### config.mk
export PLATFORM = sky130hd
export DESIGN_NAME = tile_lsu_ipa
export DESIGN_NICKNAME = d
export VERILOG_FILES = /design/src/rtl/tile_lsu_ipa.sv
export SDC_FILE = /design/constraint.sdc
export NUM_CORES = 1
export LEC_CHECK = 0
export ABC_AREA = 1
export CORE_MARGIN = 4
export CORE_UTILIZATION = 40
export CTS_BUF_LIST = sky130_fd_sc_hd__clkbuf_4 sky130_fd_sc_hd__clkbuf_8 sky130_fd_sc_hd__clkbuf_16
export CTS_CLUSTER_SIZE = 40
export DETAILED_ROUTE_END_ITERATION = 16
export GPL_TIMING_DRIVEN = 0
export HOLD_SLACK_MARGIN = 0.06
export PLACE_DENSITY = 0.95
export SLEW_MARGIN = 25
export SYNTH_ARGS = -nofsm -noshare
export SYNTH_HDL_FRONTEND = slang
export SYNTH_SLANG_ARGS = --single-unit
### constraint.sdc
create_clock -name Clk -period 2.65 [get_ports Clk]
set_input_delay 0.3975 -clock Clk [delete_from_list [all_inputs] [get_ports Clk]]
set_output_delay 0.3975 -clock Clk [all_outputs]
set_load 0.03 [all_outputs]
### src/rtl/tile_lsu_ipa.sv
// tile_lsu_ipa: load/store unit for the IPA PE tile.
//
// Holds one memory request until it is granted, tracks up to DEPTH
// outstanding loads in a destination-tag FIFO, and drives a registered
// writeback strobe into the register file. Stall_Out feeds the tile's
// global stall network.
//
// Ports:
//   Clk, Reset (async, active-low)
//   Exec_En_I                       tile executing; gates new operations
//   Op_*_I / Op_Ready_O             operation handshake from PE controller
//   Load_Store_{Req,Wen,Addr}_O,
//   Store_Data_O, Load_Store_Grant_I  TCDM request channel
//   Data_Req_Valid_I, Load_Data_I   TCDM load response
//   Wb_{Valid,Data,Dst}_O           register-file writeback
//   Stall_Out, Busy_O, Err_O        status (Err_O sticky)
//   Active_Cnt_O, Stall_Cnt_O       performance counters
//
// Build option: define TILE_LSU_PERF_CNT_EN to implement the performance
// counters; otherwise both counter ports are tied to zero.
module tile_lsu_ipa #(
   parameter int unsigned DWIDTH    = 32,
   parameter int unsigned AWIDTH    = 32,
   parameter int unsigned DEPTH     = 2,
   parameter int unsigned TAG_W     = 3,
   parameter int unsigned CNT_WIDTH = 32
) (
   input  logic                 Clk,
   input  logic                 Reset,
   input  logic                 Exec_En_I,
   input  logic                 Op_Valid_I,
   input  logic                 Op_Store_I,
   input  logic [AWIDTH-1:0]    Op_Addr_I,
   input  logic [DWIDTH-1:0]    Op_Data_I,
   input  logic [TAG_W-1:0]     Op_Dst_I,
   output logic                 Op_Ready_O,
   output logic                 Load_Store_Req_O,
   output logic                 Load_Store_Wen_O,
   output logic [AWIDTH-1:0]    Load_Store_Addr_O,
   output logic [DWIDTH-1:0]    Store_Data_O,
   input  logic                 Load_Store_Grant_I,
   input  logic                 Data_Req_Valid_I,
   input  logic [DWIDTH-1:0]    Load_Data_I,
   output logic                 Wb_Valid_O,
   output logic [DWIDTH-1:0]    Wb_Data_O,
   output logic [TAG_W-1:0]     Wb_Dst_O,
   output logic                 Stall_Out,
   output logic                 Busy_O,
   output logic                 Err_O,
   output logic [CNT_WIDTH-1:0] Active_Cnt_O,
   output logic [CNT_WIDTH-1:0] Stall_Cnt_O
);

   localparam int unsigned PTR_W = (DEPTH > 1) ? $clog2(DEPTH) : 1;
   localparam int unsigned OCC_W = $clog2(DEPTH + 1);

   logic [OCC_W-1:0] occ_q;
   logic [PTR_W-1:0] wr_ptr_q;
   logic [PTR_W-1:0] rd_ptr_q;
   logic [TAG_W-1:0] tag_mem [DEPTH];

   logic accept_c;
   logic push_c;
   logic pop_c;
   logic fifo_nempty_c;

   // Pointer increment with wrap at DEPTH.
   function automatic logic [PTR_W-1:0] ptr_inc(input logic [PTR_W-1:0] p);
      if (p == PTR_W'(DEPTH - 1)) begin
         return '0;
      end
      return p + PTR_W'(1);
   endfunction

   // Handshake and FIFO control; occupancy is sampled, never bypassed from a
   // same-cycle response.
   always_comb begin
      fifo_nempty_c = (occ_q != '0);
      Op_Ready_O    = Exec_En_I
                    & (~Load_Store_Req_O | Load_Store_Grant_I)
                    & (Op_Store_I | (occ_q < OCC_W'(DEPTH)));
      accept_c      = Op_Valid_I & Op_Ready_O;
      push_c        = accept_c & ~Op_Store_I;
      pop_c         = Data_Req_Valid_I & fifo_nempty_c;
      Stall_Out     = Op_Valid_I & ~Op_Ready_O;
      Busy_O        = Load_Store_Req_O | fifo_nempty_c;
   end

   // Held request register: stable until granted, reloaded back-to-back.
   always_ff @(posedge Clk or negedge Reset) begin
      if (!Reset) begin
         Load_Store_Req_O  <= 1'b0;
         Load_Store_Wen_O  <= 1'b0;
         Load_Store_Addr_O <= '0;
         Store_Data_O      <= '0;
      end else if (accept_c) begin
         Load_Store_Req_O  <= 1'b1;
         Load_Store_Wen_O  <= Op_Store_I;
         Load_Store_Addr_O <= AWIDTH'(Op_Addr_I << 2);
         Store_Data_O      <= Op_Data_I;
      end else if (Load_Store_Grant_I) begin
         Load_Store_Req_O  <= 1'b0;
      end
   end

   // Destination-tag FIFO and outstanding-load count.
   always_ff @(posedge Clk or negedge Reset) begin
      if (!Reset) begin
         occ_q    <= '0;
         wr_ptr_q <= '0;
         rd_ptr_q <= '0;
         for (int i = 0; i < int'(DEPTH); i++) begin
            tag_mem[i] <= '0;
         end
      end else begin
         if (push_c) begin
            tag_mem[wr_ptr_q] <= Op_Dst_I;
            wr_ptr_q          <= ptr_inc(wr_ptr_q);
         end
         if (pop_c) begin
            rd_ptr_q <= ptr_inc(rd_ptr_q);
         end
         case ({push_c, pop_c})
            2'b10:   occ_q <= occ_q + OCC_W'(1);
            2'b01:   occ_q <= occ_q - OCC_W'(1);
            default: occ_q <= occ_q;
         endcase
      end
   end

   // Registered writeback and sticky error for responses with nothing pending.
   always_ff @(posedge Clk or negedge Reset) begin
      if (!Reset) begin
         Wb_Valid_O <= 1'b0;
         Wb_Data_O  <= '0;
         Wb_Dst_O   <= '0;
         Err_O      <= 1'b0;
      end else begin
         Wb_Valid_O <= pop_c;
         if (pop_c) begin
            Wb_Data_O <= Load_Data_I;
            Wb_Dst_O  <= tag_mem[rd_ptr_q];
         end
         if (Data_Req_Valid_I && !fifo_nempty_c) begin
            Err_O <= 1'b1;
         end
      end
   end

`ifdef TILE_LSU_PERF_CNT_EN
   // Saturating activity/stall counters, cleared only by reset.
   always_ff @(posedge Clk or negedge Reset) begin
      if (!Reset) begin
         Active_Cnt_O <= '0;
         Stall_Cnt_O  <= '0;
      end else begin
         if (Exec_En_I && !Stall_Out && (Active_Cnt_O != '1)) begin
            Active_Cnt_O <= Active_Cnt_O + CNT_WIDTH'(1);
         end
         if (Exec_En_I && Stall_Out && (Stall_Cnt_O != '1)) begin
            Stall_Cnt_O <= Stall_Cnt_O + CNT_WIDTH'(1);
         end
      end
   end
`else
   // Counters removed; ports kept so the tile netlist is unchanged.
   assign Active_Cnt_O = '0;
   assign Stall_Cnt_O  = '0;
`endif

endmodule
* Word-level counts from Yosys, hierarchy flattened *
Cells that the tools add are included.

word-level totals
  input port bits = 106
  word-level logic and storage cells = 60
  output and inout bits = 170
  register bits = 111

operators by class
  bitwise logic cells = 14
  mux-type cells = 17
  $add $sub $neg = 4
  $lt $le $gt $ge = 4
  equal/unequal tests = 2
  reduce and logical (&&, ||, !) cells = 6

operator list
  operator             number
  $mux 3               4
  $mux 1               10
  $and 1x1->1          6
  $bwmux 6             1
  $reduce_bool 2->1    3
  $ge 2x2->1 const B   2
  $not 1->2            2
  $pmux 2 s2           1
  $demux 3 s1          1
  $not 1->1            3
  $or 1x1->1           3
  $add 1x1->1 const B  2
  $add 2x1->2 const B  1
  $eq 2x1->1 const B   1
  $eq 2x2->1 const B   1
  $logic_and 1x1->1    2
  $lt 2x1->1 const B   1
  $lt 2x2->1 const B   1
  $sub 2x1->2 const B  1
  $logic_not 1->1      1

* Longest topological paths before layout *
  depth after elaboration = 8
  mapped depth = 10

* Worst setup path after synthesis *
OpenSTA, ideal clock, no wires.

  path kind = register -> register
  from = reg Load_Store_Req_O
  to = reg occ_q[1]
  stages on the path, launching flop included = 10
  path slack = 0.752 ns
  data arrival time = 1.774 ns
  path through = dfrtp_1 -> nand2_1 -> nand3_2 -> nor2_8 -> buf_6 -> nand2_2 -> ha_1 -> a21oi_1 -> o21ai_0 -> xnor2_1

on the way
  cells in the longest elaborated chain, start to end = 8
  elaborated cells on any way between the ends = 10

RTL lines
  item                                                    RTL line  text
  start: declaration                                      37        output logic Load_Store_Req_O,
  start signal: assignment                                92        Load_Store_Req_O <= 1'b0;
  start signal: assignment                                97        Load_Store_Req_O <= 1'b1;
  start signal: assignment                                102       Load_Store_Req_O <= 1'b0;
  $not 1->1 (*)                                           80        & (~Load_Store_Req_O | Load_Store_Grant_I)
  $or 1x1->1 (*)                                          80
  $and 1x1->1 (*)                                         80
  $and 1x1->1 (*)                                         81        & (Op_Store_I | (occ_q < OCC_W'(DEPTH)));
  $and 1x1->1 (*)                                         82        accept_c = Op_Valid_I & Op_Ready_O;
  $and 1x1->1 (*)                                         83        push_c = accept_c & ~Op_Store_I;
  $eq 2x1->1 / $eq 2x2->1 (equally long branches)         123       case ({push_c, pop_c})
  $pmux 2 s2 / $reduce_bool 2->1 (equally long branches)  -
  end signal: assignment                                  124       2'b10: occ_q <= occ_q + OCC_W'(1);
  end signal: assignment                                  125       2'b01: occ_q <= occ_q - OCC_W'(1);
  end signal: assignment                                  126       default: occ_q <= occ_q;
  end: declaration                                        57        logic [OCC_W-1:0] occ_q;

Mark *: on every way between the ends. The rest lies on a longest branch, timed or not.
A chain may end at the register's enable or synchronous reset.

* Worst setup path in the final report *
  from = in Op_Store_I
  to = out Op_Ready_O

on the way
  cells in the longest elaborated chain, start to end = 2

RTL lines
  item                RTL line  text
  start: declaration  32        input logic Op_Store_I,
  $or 1x1->1          81
  $and 1x1->1         81
  end: declaration    36        output logic Op_Ready_O,

No other way between the ends.

==> reports/summary.txt <==
Status = completed
Post-CTS Setup Inserts = 0
Crit start category = input port
Nets = 937
Clock skew = 6.58 ps
Mapped Area = 4830 µm²
Clock sinks = 111
Synth Area in Compound Gates = 0.906%
Via Count = 4251
H-tree depth = 3
Worst VDD drop = 0.000543 V
Area growth syn-to-layout = 58.6%
Worst skew pair latency = 340 ps
First-pass GRT wire length = 22300 µm
Total GRT Usage = 20.1%
Post-synth top area share = 57.5%
Sequential area share after synthesis = 57.5%
CP max FO = 10
Die Y = 118 µm
Critical path class = input port to output pin
Post-route ant nets = 0
Fmax = 0.409 GHz
DRT iter0 DRCs = 259
Leakage power = 4.01 nW
Area contributors post-synth = dfrtp_1 57%, nand2_1 24%, buf_4 11%, buf_6 1.6%, nand4_1 1.0%
Post-synthesis mux area share = 0%
Hold Path Class = flop to flop
Final worst slack = 205 ps
Max-slew violation count = 0
Layout Utilization = 66.0%
Cell variety after synth = 24
Core area = 11600 µm²
XOR/XNOR share of the synthesized area = 0.543%
CP Buf/Inv Count = 4
Overflow after GRT = 0
Final Hold Fails = 0
Share of cells above drive strength 1 = 13.4%
Crit-path cells = clkdlybuf4s50_1 -> inv_2 -> nand2_2 -> inv_1 -> nor2_1 -> clkdlybuf4s50_1
Cells after Synth = 545
Crit path largest cell delay = 730 ps
RSZ-0062 raised after global routing = no
CTS buffer count = 9
# rows = 39
Antenna diode count = 0
Die area = 13900 µm²
PortBufs = 207
Finished Cell Area = 7670 µm²
Root Buffer = clkbuf_16
Synth Area in Simple Gates = 26.3%
Post-Synth Adder-Cell Area = 0.259%
# IOs = 276
Post-Syn Area per Cell = 8.87 µm²
Largest net degree at the start of global routing = 59
Final setup vio count = 0
Vias in the first global route = 4392
Routed vias/inst = 4.35
Main flop type after synthesis = dfrtp_1
Initial antenna violation count = 0
CTS tree = done
Placement Cell Area = 7360 µm²
Max_cap viols = 0
Hpwl dp = 11200 µm
Relative slew margins = 65.7%
Least-Margin Pin Slew = 514 ps
Initial core utilization = 41.6%
CTS max path bufs = 2
Final hold slack = 470 ps
CP delay by family, top = buffers and inverters
Die outline width = 118 µm
Number of synthesized register bits = 111
Cell mode on critical path = clkdlybuf4s50_1
Pre-CTS setup slack = 142 ps
Wire per inst = 14.4 µm
Pwr per Cell Area = 1040 nW/µm²
Post-route minimum period = 2450 ps
Critical Path AT = 2050 ps
Total power draw = 7.95 mW
Placer Congestion = 0.800
Slowest library cell on the worst path = clkdlybuf4s50_1
Crit share post-route = 92.3%
Pre-antenna DRT Iters = 4
Count leader, synth = nand2_1
Worst Path Required = 2250 ps
Post-synth EDFFs = 0
Residual DRC = 0
Worst setup EP type = output pin
Main combinational cell family by area after synthesis = simple AND/OR/NAND/NOR gates
CTS resizes = 0
Worst-path clk slew = 70 ps
FFs w/ async S/R, synth = 100%
Drt total wl = 14100 µm
Commonest cells post-synth = 306 x nand2_1, 111 x dfrtp_1, 72 x buf_4, 9 x inv_1, 8 x nand4_1
Yosys warns = 0
Area leader, netlist = dfrtp_1
Post-CTS Hold Fix Bufs = 1
state kept, by name, indices dropped and copies added (netlist names), 2 cells and up:
| name | count |
|---|---|
| Load_Store_Addr_O | 30 |
| Store_Data_O | 32 |
| Wb_Data_O | 32 |
| Wb_Dst_O | 3 |
| occ_q | 2 |
| tag_mem | 6 |
final cells by class:
type / instances / area, µm²
Buffer: 86 / 654
Clock buffer: 12 / 254
Clock inverter: 4 / 45.0
Fill cell: 883 / 3950
Inverter: 11 / 43.8
Multi-Input combinational cell: 402 / 1600
Sequential cell: 111 / 2780
Tap cell: 143 / 179
Timing Repair Buffer: 209 / 2110
per-stage QoR:
step,setup TNS [ps],instances
6_report,0,978
5_1_grt,0,978
4_1_cts,0,978
3_5_place_dp,0,961
3_3_place_gp,-334690,960
2_1_floorplan,0,610
routing by layer:
layer  share of wire (%)  track usage, %  up-vias
li1                    -               -     2089
met1                  37            20.6     1944
met2                  52            37.5      203
met3                 9.9            8.46       15
met4                 1.5            5.27        0
met5                   0               0        -
power by group:
group          internal [mW]  switching (mW)  total [mW]
sequential              2.35           0.399        2.75
combinational           1.54            2.30        3.84
clock                  0.776           0.588        1.36
total                   4.67            3.29        7.95
cells in the final DEF, fill, tap and decap left out, types with 2 or more instances in the layout:
master and count:
a31oi_1 3, buf_2 7, buf_4 72, buf_6 8, clkbuf_16 9, clkbuf_4 2, clkdlybuf4s50_1 206, clkinv_2 3
conb_1 66, dfrtp_1 111, inv_1 9, nand2_1 306, nand2_2 2, nand4_1 8, nor2_1 5, xnor2_1 2
cells by family (layout without fill, tap and decap cells):
group,after synthesis,after routing
AO/OA/AOI/OAI,7,7
flip-flops,111,111
AND/OR/NAND/NOR,325,325
buffers and inverters,97,322
other,1,66
XOR/XNOR,3,3
adder cells (fa/ha/maj),1,1
worst reg2reg max path: stages (launching register included):
cell	delay [ps]
dfrtp_1	440
nand2_1	140
nand3_2	150
nor2_8	220
buf_6	180
nand2_2	90
ha_1	330
a21oi_1	120
o21ai_0	110
xnor2_1	140
worst paths after layout:
check,startpoint,end,slack (ps),depth (start not counted)
max reg2reg,Load_Store_Req_O$_DFFE_PN0P_,occ_q[1]$_DFFE_PN0P_,620,9
min reg2reg,Wb_Data_O[25]$_DFFE_PN0N_,Wb_Data_O[25]$_DFFE_PN0N_,470,2
min in group asynchronous,Reset,Wb_Data_O[19]$_DFFE_PN0N_,590,2
max in group asynchronous,Reset,Store_Data_O[21]$_DFFE_PN0P_,1400,3
min,Wb_Data_O[25]$_DFFE_PN0N_,Wb_Data_O[25]$_DFFE_PN0N_,470,2
max,Op_Store_I,Op_Ready_O,200,6
(Power assumes the default switching activity.)
